===== src/rtl/led7seg_scan_ctrl.sv =====
// Multiplexed 7-segment scanner: per-digit glyph registers, ghost blanking, blink and PWM dimming.
// Optional per-digit decimal points are built when LED7SEG_DP_EN is defined.
module led7seg_scan_ctrl #(
   parameter int unsigned NUM_DIGITS     = 6,
   parameter int unsigned SCAN_DIV       = 1,
   parameter int unsigned PWM_BITS       = 3,
   parameter bit          EN_ACTIVE_LOW  = 1'b0,
   parameter bit          SEG_ACTIVE_LOW = 1'b0
) (
   input  logic                  Mclk,
   input  logic                  ResetN,
   input  logic                  Strobe1ms,
   input  logic                  Strobe125ms,
   input  logic                  DigitWr,
   input  logic [2:0]            DigitAddr,
   input  logic [4:0]            DigitData,
   input  logic                  DigitDp,
   input  logic [NUM_DIGITS-1:0] BlinkMask,
   input  logic [PWM_BITS-1:0]   Brightness,
   output logic [NUM_DIGITS-1:0] Led7En,
   output logic [6:0]            Led7Leg,
   output logic                  Led7Dp,
   output logic                  FrameDone
);

   localparam int unsigned SLOT_W = (NUM_DIGITS > 1) ? $clog2(NUM_DIGITS) : 1;
   localparam int unsigned DIV_W  = (SCAN_DIV > 1) ? $clog2(SCAN_DIV) : 1;
   localparam logic [NUM_DIGITS-1:0] EN_OFF  = {NUM_DIGITS{EN_ACTIVE_LOW}};
   localparam logic [6:0]            SEG_OFF = {7{SEG_ACTIVE_LOW}};

   function automatic logic [6:0] decode(input logic [4:0] code);
      logic [6:0] seg;
      case (code)
         5'h00: seg = 7'h3F;  5'h01: seg = 7'h06;  5'h02: seg = 7'h5B;  5'h03: seg = 7'h4F;
         5'h04: seg = 7'h66;  5'h05: seg = 7'h6D;  5'h06: seg = 7'h7D;  5'h07: seg = 7'h27;
         5'h08: seg = 7'h7F;  5'h09: seg = 7'h67;  5'h0A: seg = 7'h77;  5'h0B: seg = 7'h7C;
         5'h0C: seg = 7'h39;  5'h0D: seg = 7'h5E;  5'h0E: seg = 7'h79;  5'h0F: seg = 7'h71;
         5'h11: seg = 7'h40;  5'h12: seg = 7'h48;  5'h13: seg = 7'h54;
         default: seg = 7'h00;
      endcase
      return seg;
   endfunction

   logic                  s1_q, s2_q, tick_q;
   logic [DIV_W-1:0]      div_q;
   logic [SLOT_W-1:0]     slot_q;
   logic                  run_q;
   logic [4:0]            glyph_q [NUM_DIGITS];
   logic [4:0]            pat_q;
   logic                  pat_phase_q;
   logic [PWM_BITS-1:0]   pwm_q;
   logic [1:0]            bcnt_q;
   logic                  phase_q;

   logic                  slot_start_c;
   logic [SLOT_W-1:0]     next_slot_c;
   logic [SLOT_W-1:0]     cur_slot_c;
   logic [4:0]            src_glyph_c;
   logic [4:0]            show_glyph_c;
   logic                  mask_c;
   logic                  blank_c;
   logic [NUM_DIGITS-1:0] onehot_c;
   logic                  pwm_on_c;

   // Slot sequencing and the pattern that is shown during the current or starting slot
   always_comb begin
      slot_start_c = tick_q && (div_q == DIV_W'(SCAN_DIV - 1));
      next_slot_c  = (slot_q == SLOT_W'(NUM_DIGITS - 1)) ? '0 : slot_q + SLOT_W'(1);
      cur_slot_c   = slot_start_c ? next_slot_c : slot_q;
      src_glyph_c  = 5'h10;
      mask_c       = 1'b0;
      onehot_c     = '0;
      for (int unsigned i = 0; i < NUM_DIGITS; i++) begin
         if (next_slot_c == SLOT_W'(i)) src_glyph_c = glyph_q[i];
         if (cur_slot_c == SLOT_W'(i))  mask_c      = BlinkMask[i];
         if (slot_q == SLOT_W'(i))      onehot_c[i] = 1'b1;
      end
      show_glyph_c = slot_start_c ? src_glyph_c : pat_q;
      blank_c      = (slot_start_c ? phase_q : pat_phase_q) & mask_c;
      pwm_on_c     = (pwm_q <= Brightness);
   end

   always_ff @(posedge Mclk or negedge ResetN) begin
      if (!ResetN) begin
         s1_q        <= 1'b0;
         s2_q        <= 1'b0;
         tick_q      <= 1'b0;
         div_q       <= '0;
         slot_q      <= SLOT_W'(NUM_DIGITS - 1);
         run_q       <= 1'b0;
         pat_q       <= 5'h10;
         pat_phase_q <= 1'b0;
         pwm_q       <= '0;
         bcnt_q      <= '0;
         phase_q     <= 1'b0;
         for (int unsigned i = 0; i < NUM_DIGITS; i++) glyph_q[i] <= 5'h10;
         Led7En      <= EN_OFF;
         Led7Leg     <= SEG_OFF;
         FrameDone   <= 1'b0;
      end else begin
         s1_q   <= Strobe1ms;
         s2_q   <= s1_q;
         tick_q <= s1_q & ~s2_q;
         pwm_q  <= pwm_q + PWM_BITS'(1);
         if (tick_q) div_q <= slot_start_c ? '0 : div_q + DIV_W'(1);
         if (slot_start_c) begin
            slot_q      <= next_slot_c;
            run_q       <= 1'b1;
            pat_q       <= src_glyph_c;
            pat_phase_q <= phase_q;
         end
         // Phase toggles when the 2-bit blink counter wraps: 500 ms on, 500 ms off
         if (Strobe125ms) begin
            bcnt_q <= bcnt_q + 2'd1;
            if (bcnt_q == 2'd3) phase_q <= ~phase_q;
         end
         for (int unsigned i = 0; i < NUM_DIGITS; i++)
            if (DigitWr && (DigitAddr == 3'(i))) glyph_q[i] <= DigitData;
         Led7En    <= (slot_start_c || !run_q) ? EN_OFF
                      : (onehot_c & {NUM_DIGITS{pwm_on_c}}) ^ EN_OFF;
         Led7Leg   <= (blank_c ? 7'h00 : decode(show_glyph_c)) ^ SEG_OFF;
         FrameDone <= slot_start_c && (next_slot_c == '0);
      end
   end

`ifdef LED7SEG_DP_EN
   logic dp_q [NUM_DIGITS];
   logic pat_dp_q;
   logic src_dp_c;
   logic show_dp_c;

   always_comb begin
      src_dp_c = 1'b0;
      for (int unsigned i = 0; i < NUM_DIGITS; i++)
         if (next_slot_c == SLOT_W'(i)) src_dp_c = dp_q[i];
      show_dp_c = (slot_start_c ? src_dp_c : pat_dp_q) & ~blank_c;
   end

   always_ff @(posedge Mclk or negedge ResetN) begin
      if (!ResetN) begin
         for (int unsigned i = 0; i < NUM_DIGITS; i++) dp_q[i] <= 1'b0;
         pat_dp_q <= 1'b0;
         Led7Dp   <= SEG_ACTIVE_LOW;
      end else begin
         for (int unsigned i = 0; i < NUM_DIGITS; i++)
            if (DigitWr && (DigitAddr == 3'(i))) dp_q[i] <= DigitDp;
         if (slot_start_c) pat_dp_q <= src_dp_c;
         Led7Dp <= show_dp_c ^ SEG_ACTIVE_LOW;
      end
   end
`else
   logic unused_dp;
   assign unused_dp = DigitDp;
   assign Led7Dp    = SEG_ACTIVE_LOW;
`endif

endmodule


===== config.mk =====
export PLATFORM = sky130hd
export DESIGN_NAME = led7seg_scan_ctrl
export DESIGN_NICKNAME = d
export VERILOG_FILES = /design/src/rtl/led7seg_scan_ctrl.sv
export SDC_FILE = /design/constraint.sdc
export NUM_CORES = 1
export LEC_CHECK = 0
export BUFFER_PORTS_ARGS = -buffer_cell sky130_fd_sc_hd__buf_4
export CORE_MARGIN = 4
export CORE_UTILIZATION = 55
export CTS_BUF_LIST = sky130_fd_sc_hd__clkbuf_16
export DETAILED_ROUTE_END_ITERATION = 10
export PLACE_DENSITY_LB_ADDON = 0.15
export RECOVER_POWER = 25
export SETUP_SLACK_MARGIN = 0.05
export SLEW_MARGIN = 30
export SYNTH_ARGS = -nofsm -noshare
export SYNTH_HDL_FRONTEND = slang
export SYNTH_SLANG_ARGS = --single-unit

===== constraint.sdc =====
create_clock -name Mclk -period 8.65 [get_ports Mclk]
set_input_delay 0 -clock Mclk [delete_from_list [all_inputs] [get_ports Mclk]]
set_output_delay 0 -clock Mclk [all_outputs]
set_load 0.03 [all_outputs]

==> summary.md <==
| Metric | Value |
|---|---|
| Clock Sinks | 64 |
| WL/cell | 16.2 µm |
| DP Worst Slack | 4590 ps |
| Syn Area/Cell | 11.7 µm² |
| Antenna violations before repair | 0 |
| Sw Ratio | 0.361 |
| Utilization after layout | 0.695 |
| Slew @ Worst Pin | 1200 ps |
| Crit Path Class | reg -> reg |
| R2R Setup Slk | 4520 ps |
| Post-synthesis sequential area ratio | 0.497 |
| Sequential power share | 0.325 |
| Setup-failing EPs final | 0 |
| Synth Cell Area | 0.00324 mm² |
| Synth async-reset ratio | 1.00 |
| PwrDens | 363 mW/mm² |
| Clock power frac | 0.285 |
| Max H-tree Level | 3 |
| DIE AREA | 0.00719 mm² |
| Cell Int Power | 904 µW |
| Max Cap Violations | 0 |
| Worst Setup Start Kind | register |
| Setup Skew | 3.85 ps |
| Ys Warns | 0 |
| Required @ worst endpoint | 8860 ps |
| First-pass GRT wire length | 11000 µm |
| Setup ws final | 4520 ps |
| Clock buffer depth | 2 |
| Std-Cell Rows | 27 |
| Post-CTS Setup Repair Bufs | 0 |
| Total core area | 0.00561 mm² |
| Hpwl dp | 4410 µm |
| Cells after Synth | 277 |
| Vias in the first global route | 2301 |
| Syn nets | 313 |
| Pre-antenna DRT Iters | 4 |
| Fmax | 242 MHz |
| Max FO, Critical Path | 26 |
| RSZ-0062 raised after global routing | no |
| TritonCTS buffer count | 9 |
| Total GRT Usage | 0.196 |
| Vias/cell | 5.62 |
| CP endpoint kind | register |
| Synth-to-layout area growth | 20.3% |
| DR iter-0 viols | 132 |
| Gates resized, CTS repair | 0 |
| Max-slew violations | 0 |
| Inserted Diodes | 0 |
| Worst path arrival time | 4340 ps |
| Clock latency at the later pin of the worst-skew pair | 330 ps |
| Port Buf Inserts | 35 |
| Hold Vio Cnt, Final | 0 |
| Clock Pin Slew Worst Setup and Hold Paths | 50 ps |
| TNS Setup | 0 ps |
| Leakage | 1.74 nW |
| Hold crit path type | in -> reg |
| Post-synth EDFFs | 0 |
| Root Buffer | clkbuf_16 |
| Share of cells above drive strength 1 | 0.293 |
| Post-Route WL | 6430 µm |
| Crit share post-route | 0.477 |
| P_sw | 511 µW |
| Yosys cell types | 65 |
| Die Ht | 84.8 µm |
| Antenna Nets Post-Route | 0 |
| Via count | 2226 |
| Outcome | completed |
| Peak VDD IR | 0.209 mV |
| Synth Register Bits | 64 |
| Main synth FF type | dfrtp_1 |
| Post-route minimum period | 4130 ps |
| Routability-driven placement congestion ratio | 0.786 |
| Total congestion overflow | 0 |
| Hold Buf Count CTS | 8 |
| Nets@finish | 355 |
| CTS tree | yes |
| Logic pwr share | 0.390 |
| Slew headroom | 0.192 |
| DRC viols | 0 |
| I/O pins | 38 |
| Largest net degree at the start of global routing | 65 |
| Initial Utilization | 0.578 |
| Die W | 84.8 µm |
## routing by layer
| layer | vias up | global-route usage | part of all wire | routed length [µm] |
|---|---|---|---|---|
| met5 | - | 0 | 0 | 0 |
| met4 | 0 | 0.0777 | 0.018 | 115 |
| met3 | 16 | 0.0520 | 0.047 | 304 |
| met2 | 53 | 0.301 | 0.46 | 2970 |
| met1 | 1071 | 0.265 | 0.47 | 3040 |
| li1 | 1086 | - | - | - |
## metrics by stage
stage | cells | cell area, µm² | hold WS (ps) | power, mW
final | 396 | 3900 | 81.0 | 1.41
after global routing | 396 | 3900 | 114 | 1.51
after CTS | 396 | 3940 | 12.7 | 1.43
after detailed placement | 372 | 3530 | 111 | 1.02
after global placement | 372 | 3520 | 110 | 1.01
after floorplan | 277 | 3240 | -296 | 0.890
## critical path: stages, from the launching register on
cell and delay [ps]:
dfrtp_1 680, and2_1 370, ha_1 760, nor3b_1 250
o21ai_0 100, nor3b_1 190, a21oi_1 720, inv_1 270
mux2i_1 180, a31o_2 210, a32o_1 250
## final cells by class
| type | instances | area, µm² |
|---|---|---|
| multi-input cells | 186 | 1490 |
| clock inverters | 7 | 110 |
| fillers | 443 | 1710 |
| well taps | 72 | 90.1 |
| clock buffers | 9 | 225 |
| repair buffers | 44 | 313 |
| inverters | 14 | 55.1 |
| flip-flops and latches | 64 | 1610 |
## layout by cell type, fill, tap and decap left out, drive strengths merged, types with 5 or more instances in the layout
| master | Yosys | routed |
|---|---|---|
| o21ai | 14 | 14 |
| inv | 14 | 14 |
| a21oi | 8 | 8 |
| nand2 | 20 | 20 |
| dfstp | 9 | 9 |
| nor2b | 5 | 5 |
| nor2 | 9 | 9 |
| dlygate4sd3 | 0 | 8 |
| dfrtp | 55 | 55 |
| mux2 | 35 | 35 |
| ha | 13 | 13 |
| buf | 12 | 25 |
| nor3 | 9 | 9 |
| nor3b | 6 | 6 |
| clkbuf | 1 | 20 |
## power by group through the flow
stage,Combinational [mW],Clock [mW],Sequential [mW]
3_5_place_dp,0.555,0,0.463
2_1_floorplan,0.423,0,0.467
4_1_cts,0.563,0.409,0.460
6_report,0.552,0.403,0.459
5_1_grt,0.609,0.427,0.470
3_3_place_gp,0.546,0,0.460
## synth_stat cells (2+ instances only)
master	count	area, µm²
a21oi_1	6	30.0
and2_1	3	18.8
o21a_1	3	22.5
mux2i_1	4	40.0
buf_4	2	15.0
nand2_1	20	75.1
nand3_1	3	15.0
o221a_2	2	22.5
o21ai_1	2	10.0
nor2_1	9	33.8
dfrtp_1	55	1380
buf_6	2	22.5
xor2_1	2	17.5
inv_1	13	48.8
ha_1	13	163
a22o_1	2	17.5
nand3b_1	3	22.5
a21oi_2	2	17.5
a32o_1	2	20.0
nand4b_1	3	26.3
or3_1	3	18.8
mux2_2	34	383
dfstp_2	9	236
o21ai_0	12	60.1
o22ai_1	2	12.5
o2bb2ai_1	2	17.5
nor3b_1	6	45.0
nor2b_1	4	25.0
nand2b_1	3	18.8
nor3_1	9	45.0
buf_2	8	40.0
## logic make-up after synthesis
logic type | count (synthesis) | synth area share
other | 1 | 0.00116
XOR/XNOR | 4 | 0.0131
adder cells (fa/ha/maj) | 13 | 0.0502
buffers and inverters | 27 | 0.0421
flip-flops | 64 | 0.497
AND/OR/NAND/NOR | 78 | 0.138
multiplexers | 39 | 0.135
AO/OA/AOI/OAI | 51 | 0.123
## state kept, by name, summed over array words and instances (netlist names), 2 cells and up
signal / flops
glyph_q: 30
Led7Leg: 7
Led7En: 6
pat_q: 5
pwm_q: 3
slot_q: 3
bcnt_q: 2
## path summary, 6_finish.rpt
kind                               from     endpoint  cells past startpoint
hold reg to reg                    s1_q         s2_q                      0
setup reg to reg              slot_q[1]   Led7Leg[3]                     10
max in group asynchronous        ResetN   Led7Leg[1]                      2
min in group asynchronous        ResetN    bcnt_q[0]                      2
setup / recovery              slot_q[1]   Led7Leg[3]                     10
hold / removal             DigitAddr[2]  glyph_q[24]                      4
Power figures use the tool's default switching activity.
